<file path="src/rtl/pwm_duty_ctrl.sv">
// pwm_duty_ctrl: button/mode front end for the PWM generator.
// Debounces up/down/freq buttons and keeps the duty code (0..10) and the
// frequency code (0..3). Define PWM_DUTY_CTRL_RAMP_EN to add the auto-ramp
// ("breathing") FSM driven by i_mode; without it i_mode is ignored.
module pwm_duty_ctrl #(
  parameter int DEBOUNCE_CYCLES = 16,
  parameter int RAMP_DIV        = 64
) (
  input  logic       i_clk,
  input  logic       i_rst,
  input  logic       i_btn_up,
  input  logic       i_btn_dn,
  input  logic       i_btn_freq,
  input  logic       i_mode,
  output logic [3:0] o_duty,
  output logic [1:0] o_freq,
  output logic       o_change
);

  localparam int              CW       = $clog2(DEBOUNCE_CYCLES + 1);
  localparam logic [CW-1:0]   CNT_LAST = CW'(DEBOUNCE_CYCLES - 1);
  localparam logic [3:0]      DUTY_MAX = 4'd10;

  // Button lanes: [0] up, [1] down, [2] freq
  logic [2:0]    btn_raw;
  logic [2:0]    sync1_q, sync2_q, lvl_q, lvl_prev_q, press_q;
  logic [CW-1:0] cnt_q [3];

  logic [3:0] duty_q, duty_man_d;
  logic [1:0] freq_q, freq_d;
  logic       change_q;
  logic       man_up, man_dn;

  assign btn_raw = {i_btn_freq, i_btn_dn, i_btn_up};

  // Synchronize, debounce and rising-edge detect every button
  always_ff @(posedge i_clk) begin
    if (i_rst) begin
      sync1_q    <= '0;
      sync2_q    <= '0;
      lvl_q      <= '0;
      lvl_prev_q <= '0;
      press_q    <= '0;
      for (int i = 0; i < 3; i++) cnt_q[i] <= '0;
    end else begin
      sync1_q    <= btn_raw;
      sync2_q    <= sync1_q;
      lvl_prev_q <= lvl_q;
      press_q    <= lvl_q & ~lvl_prev_q;
      for (int i = 0; i < 3; i++) begin
        if (sync2_q[i] == lvl_q[i]) begin
          cnt_q[i] <= '0;
        end else if (cnt_q[i] == CNT_LAST) begin
          lvl_q[i] <= ~lvl_q[i];
          cnt_q[i] <= '0;
        end else begin
          cnt_q[i] <= cnt_q[i] + CW'(1);
        end
      end
    end
  end

  // Manual step requests; simultaneous up+down cancel, limits are no-ops
  always_comb begin
    man_up     = press_q[0] & ~press_q[1] & (duty_q != DUTY_MAX);
    man_dn     = press_q[1] & ~press_q[0] & (duty_q != 4'd0);
    duty_man_d = duty_q;
    if (man_up) duty_man_d = duty_q + 4'd1;
    if (man_dn) duty_man_d = duty_q - 4'd1;
    freq_d     = freq_q + {1'b0, press_q[2]};
  end

`ifdef PWM_DUTY_CTRL_RAMP_EN
  localparam int            PW       = (RAMP_DIV > 2) ? $clog2(RAMP_DIV) : 1;
  localparam logic [PW-1:0] PRE_LAST = PW'(RAMP_DIV - 1);

  typedef enum logic [1:0] {MANUAL, RAMP_UP, RAMP_DN} state_t;

  state_t        state_q;
  logic [PW-1:0] presc_q;
  logic          mode_s1_q, mode_s2_q, mode_prev_q;
  logic          tick;

  assign tick = (presc_q == PRE_LAST);

  // Mode level synchronizer plus previous value for rise detection
  always_ff @(posedge i_clk) begin
    if (i_rst) begin
      mode_s1_q   <= 1'b0;
      mode_s2_q   <= 1'b0;
      mode_prev_q <= 1'b0;
    end else begin
      mode_s1_q   <= i_mode;
      mode_s2_q   <= mode_s1_q;
      mode_prev_q <= mode_s2_q;
    end
  end

  // Duty/freq FSM: manual stepping or triangular ramp on the prescaled tick
  always_ff @(posedge i_clk) begin
    if (i_rst) begin
      state_q  <= MANUAL;
      presc_q  <= '0;
      duty_q   <= '0;
      freq_q   <= '0;
      change_q <= 1'b0;
    end else begin
      freq_q   <= freq_d;
      change_q <= press_q[2];
      case (state_q)
        MANUAL: begin
          duty_q   <= duty_man_d;
          change_q <= man_up | man_dn | press_q[2];
          if (mode_s2_q && !mode_prev_q) begin
            // Direction chosen from the post-step duty so a same-cycle
            // press to 10 cannot push the ramp past the limit
            state_q <= (duty_man_d < DUTY_MAX) ? RAMP_UP : RAMP_DN;
            presc_q <= '0;
          end
        end
        RAMP_UP, RAMP_DN: begin
          if (!mode_s2_q) begin
            state_q <= MANUAL;
            presc_q <= '0;
          end else begin
            presc_q <= tick ? '0 : presc_q + PW'(1);
            if (tick) begin
              change_q <= 1'b1;
              if (state_q == RAMP_UP) begin
                duty_q <= duty_q + 4'd1;
                if (duty_q == DUTY_MAX - 4'd1) state_q <= RAMP_DN;
              end else begin
                duty_q <= duty_q - 4'd1;
                if (duty_q == 4'd1) state_q <= RAMP_UP;
              end
            end
          end
        end
        default: state_q <= MANUAL;
      endcase
    end
  end
`else
  localparam int unused_ramp_div = RAMP_DIV;
  logic          unused_mode;
  assign unused_mode = i_mode;

  // Manual-only duty/freq registers
  always_ff @(posedge i_clk) begin
    if (i_rst) begin
      duty_q   <= '0;
      freq_q   <= '0;
      change_q <= 1'b0;
    end else begin
      duty_q   <= duty_man_d;
      freq_q   <= freq_d;
      change_q <= man_up | man_dn | press_q[2];
    end
  end
`endif

  assign o_duty   = duty_q;
  assign o_freq   = freq_q;
  assign o_change = change_q;

endmodule

</file>
<file path="config.mk">
export PLATFORM = sky130hd
export DESIGN_NAME = pwm_duty_ctrl
export DESIGN_NICKNAME = d
export VERILOG_FILES = /design/src/rtl/pwm_duty_ctrl.sv
export SDC_FILE = /design/constraint.sdc
export NUM_CORES = 1
export LEC_CHECK = 0
export ABC_CLOCK_PERIOD_IN_PS = 2700
export BUFFER_PORTS_ARGS = -buffer_cell sky130_fd_sc_hd__clkbuf_2
export CORE_MARGIN = 3
export CORE_UTILIZATION = 50
export CTS_CLUSTER_SIZE = 10
export DETAILED_ROUTE_END_ITERATION = 10
export PLACE_DENSITY = 0.68
export SYNTH_ARGS = -nofsm -noshare
export SYNTH_HDL_FRONTEND = slang
export SYNTH_SLANG_ARGS = --single-unit
</file>
<file path="constraint.sdc">
create_clock -name i_clk -period 2.7 [get_ports i_clk]
set_input_delay 0.405 -clock i_clk [delete_from_list [all_inputs] [get_ports i_clk]]
set_output_delay 0.405 -clock i_clk [all_outputs]
set_load 0.01 [all_outputs]
</file>
Word-level counts from Yosys, hierarchy flattened
Memory sizes are Yosys's and may differ from the RTL's.
Index checks and enable logic that the tools add are counted.
{ "totals": {"ram_bits": 15, "elab_cells": 100, "reg_bits": 22, "out_inout_bits": 7, "n_memories": 1} }
{ "mem_list": {"columns": ["memory", "words", "word_bits", "read_ports", "rd_clocked_by_memory_dff", "write_ports", "line_no", "source"], "rows": [
  ["cnt_q", 3, 5, 3, 0, 3, "27", "logic [CW-1:0] cnt_q [3];"]
]} }
{ "op_classes": {"bitwise_logic": 25, "n_eq_ne": 7, "muxes": 46, "n_reduce_logical": 5, "addsub": 6} }
{ "ops": {"columns": ["cell", "count"], "rows": [
  ["2-to-1 mux 5 bit", 9],
  ["2-to-1 mux 1 bit", 35],
  ["adder 5 x 1 -> 5 bit (second input constant)", 3],
  ["equality test 5 x 4 -> 1 bit (second input constant)", 3],
  ["bitwise OR 1 bit", 11],
  ["2-to-1 mux 4 bit", 2],
  ["NOT 1 bit", 8],
  ["AND reduction 2 bit", 3],
  ["adder 4 x 1 -> 4 bit (second input constant)", 1],
  ["AND 1 bit", 4],
  ["inequality test 4 bit (second input constant)", 1],
  ["nonzero test 4 bit", 1],
  ["subtractor 4 x 1 -> 4 bit (second input constant)", 1],
  ["AND 3 bit", 1],
  ["equality test 1 bit", 3],
  ["NOT 3 bit", 1],
  ["adder 2 x 1 -> 2 bit", 1],
  ["nonzero test 2 bit", 1]
]} }

Depth between registers and ports, before layout
{ "logic_depth": {"ltp_word": 7, "ltp_mapped": 8} }

Worst setup path after synthesis
OpenSTA, ideal clock, no wires.
{ "synth_path": {"path_type": "reg2reg", "start": "register duty_q[0] (netlist: o_duty[0])", "end": "register duty_q[3] (netlist: o_duty[3])", "n_path_buf": 0, "slack_ps": 615, "required_ps": 2577, "stages_incl_launch_ff": 9, "arrival_time_ps": 1962, "period_less_slack_ps": 2085, "cell_sequence": "dfxtp_1 nor4_4 or2_1 inv_1 ha_1 a21oi_1 a211o_1 nand4_1 mux2_1"} }
{ "synth_between": {"elab_chain_len": 3} }
{ "synth_lines": {"columns": ["element", "line_no", "source"], "rows": [
  ["from (decl)", "29", "logic [3:0] duty_q, duty_man_d;"],
  ["from (signal assigned)", "155", "duty_q <= duty_man_d;"],
  ["adder 4 x 1 -> 4 bit, or another cell as far along", "68", "if (man_up) duty_man_d = duty_q + 4'd1;"],
  ["2-to-1 mux 4 bit, or another cell as far along", "68", null],
  ["2-to-1 mux 4 bit or nonzero test 2 bit (tied branches)", null, null]
]} }
Parallel ways exist; a longest one is shown, timed or not. The select of a mux whose other input is x is not followed.
A chain may end at the register's enable or synchronous reset.

Final worst setup path
Same ends and word-level chain as after synthesis.

==> summary.md <==
| Metric | Value |
|---|---|
| First-iteration detailed-routing DRC count | 46 |
| Clock root cell | clkbuf_4 |
| Path type of the worst min-delay path | input pin to flop |
| Footprint of the multi-input gates | 719 µm² |
| Clock Tree Buf Depth | 2 |
| Count of hold buffers inserted by post-cts repair | 0 |
| Required time reported for the critical path endpoint | 2.93 ns |
| Top Ports | 13 |
| Remaining number of nets flagged by the antenna check after routing | 0 |
| Peak supply drop | 0.315 mV |
| Total of flip-flops plus latches after synthesis | 37 |
| Antenna violations before repair | 0 |
| Post-cts sizing count | 0 |
| Number of placement rows | 19 |
| Global-route wire length before repair | 3900 µm |
| GRT Overall Usage | 12.9% |
| Final number of setup-violating endpoints | 0 |
| Library cells used by synthesis | 29 |
| Mapped Area | 1600 µm² |
| Sum of negative setup slack | 0 ns |
| Number of cells produced by synthesis | 141 |
| Final clock skew | 0.00997 ns |
| Half-perimeter wire length of the detailed placement result | 1580 µm |
| Avg Synthesized Cell Area | 11.3 µm² |
| H-tree levels | 2 |
| Clock sink count | 37 |
| Total leakage power | 0.752 nW |
| # nets final | 187 |
| Share of final-layout standard cells stronger than drive strength 1 | 12.8% |
| Filler instances | 264 |
| TritonCTS buffer count | 5 |
| Number of vias per cell | 4.82 |
| P&R area growth vs syn | 12.8% |
| Vias | 1032 |
| Die ar. | 3910 µm² |
| Final hold viol count | 0 |
| Power Total | 0.000909 W |
| Antenna diode instance count | 0 |
| Die Y-Extent | 62.6 µm |
| Ys Warns | 0 |
| Routed length per placed instance | 10.3 µm |
| Tmin final | 2.22 ns |
| Reg-to-reg setup timing slack | 0.48 ns |
| Kind of capture point of the worst setup path | flop |
| Clock tree from TritonCTS | yes |
| Critical path startpoint category | flop |
| Router iterations before antenna repair | 4 |
| Clock slew seen by the registers of the worst setup and hold paths | 0.11 ns |
| Number of max-cap violations | 0 |
| Chip Width | 62.6 µm |
| Residual DRC count | 0 |
| Starting density of the core | 55.1% |
| Number of max-slew violations in the final report | 0 |
| Number of input and output port buffers inserted | 11 |
| Sequential fraction of the synthesis area | 55.7% |
| Total grt overflow | 0 |
| Most frequent cells in the layout | 22 x nor2_1, 22 x dfxtp_1, 15 x edfxtp_1, 15 x conb_1, 14 x nor2b_1 |
| Highest attainable clock frequency | 450 MHz |
| Clock latency of the later-clocked register in the worst-skew pair | 0.33 ns |
| Period Utilization, post-route | 82.3% |
| Number of global-route vias before repair | 1018 |
| Data arrival time of the critical path | 2.45 ns |
| Highest fanout seen on the critical path | 6 |
| Core region area | 2900 µm² |
| Sequential cell area in the final layout | 891 µm² |
| Status | completed |
| Routed wire length | 2210 µm |
| RSZ-0062 raised after global routing | false |
| Power density normalized to cell area | 504 nW/µm² |
| GP Congestion | 0.788 |
| Maximum number of pins on one net before global-route repair | 24 |
| Post-CTS Setup Bufs | 0 |
| Category of the critical setup timing path | flop to flop |
-- where the power goes --
| group | internal (W) | switching [W] | total (W) | leakage, nW |
|---|---|---|---|---|
| Sequential | 0.000595 | 0.00000796 | 0.000603 | 0.333 |
| Combinational | 0.0000135 | 0.0000182 | 0.0000317 | 0.387 |
| Clock | 0.0000992 | 0.000175 | 0.000274 | 0.0320 |
-- flip-flops by register name, summed over array words and instances (netlist names) --
register / cells
sync2_q: 3
o_duty: 4
cnt_q: 15
lvl_q: 3
o_change: 1
press_q: 3
lvl_prev_q: 3
o_freq: 2
sync1_q: 3
-- kinds of logic after synthesis --
group	count (synthesis)	synth area share, %
AO/OA/AOI/OAI	9	4.15
buffers and inverters	11	2.58
multiplexers	4	2.58
adder cells (fa/ha/maj)	10	8.29
XOR/XNOR	13	7.59
other	1	0.235
AND/OR/NAND/NOR	56	18.9
flip-flops	37	55.7
-- Yosys cell counts --
| library cell | instances | share of area [%] |
|---|---|---|
| nor2b_1 | 14 | 5.5 |
| mux2_1 | 1 | 0.70 |
| a311oi_1 | 1 | 0.55 |
| o211ai_1 | 1 | 0.47 |
| dfxtp_1 | 22 | 28 |
| or2_1 | 1 | 0.39 |
| fa_1 | 1 | 1.3 |
| nor3_1 | 1 | 0.31 |
| xnor2_1 | 9 | 4.9 |
| xor2_2 | 1 | 1.0 |
| nand3_1 | 6 | 1.9 |
| nand2_1 | 2 | 0.47 |
| xor2_1 | 3 | 1.6 |
| a21oi_1 | 5 | 1.6 |
| clkbuf_1 | 2 | 0.47 |
| and3_1 | 3 | 1.2 |
| o21ai_4 | 1 | 1.0 |
| inv_1 | 9 | 2.1 |
| conb_1 | 1 | 0.23 |
| mux2i_1 | 3 | 1.9 |
| nand2b_1 | 1 | 0.39 |
| and3_4 | 1 | 0.70 |
| nor4_4 | 1 | 1.3 |
| edfxtp_1 | 15 | 28 |
| nand4_1 | 1 | 0.39 |
| or3_1 | 3 | 1.2 |
| ha_1 | 9 | 7.0 |
| a211o_1 | 1 | 0.55 |
| nor2_1 | 22 | 5.2 |
-- area by class of cell --
class / count / share of cell area (%)
clock buffers: 6 / 2.29
clock inverters: 2 / 0.555
inverters: 9 / 1.87
multi-input cells: 107 / 39.9
flip-flops and latches: 37 / 49.4
well taps: 42 / 2.91
repair buffers: 11 / 3.05
-- through the flow --
stage | std cells | utilization (%) | instance area (µm²) | setup WS, ns | hold slack [ns]
floorplan | 155 | - | 1650 | 0.615 | 0.367
global placement | 206 | 60.4 | 1750 | 0.580 | 0.372
detailed placement | 206 | 60.4 | 1750 | 0.486 | 0.378
CTS | 214 | 62.2 | 1800 | 0.478 | 0.257
global route | 214 | 62.2 | 1800 | 0.341 | 0.268
finish | 214 | 62.2 | 1800 | 0.477 | 0.269
-- routing by layer --
metal  GRT usage (%)  routed length (µm)  vias up
li1                -                   -      518
met1            12.8                 948      479
met2            22.5                1060       26
met3            4.50                 118        9
met4            8.54                  80        0
met5               0                   0        -
-- final timing paths --
kind	cells past startpoint	from	end
setup / recovery	8	o_duty[0]	o_duty[3]
hold / removal	2	i_btn_up	sync1_q[0]
setup reg to reg	8	o_duty[0]	o_duty[3]
hold reg to reg	1	lvl_prev_q[2]	press_q[2]
-- critical path: stages, from the launching register on --
cell and delay [ns]:
dfxtp_1 0.40, nor4_4 0.33, or2_1 0.18, inv_1 0.07, ha_1 0.33, a21oi_1 0.11
a211o_1 0.29, nand4_1 0.10, mux2_1 0.32
Note: power is estimated with default switching activity, not from simulation.
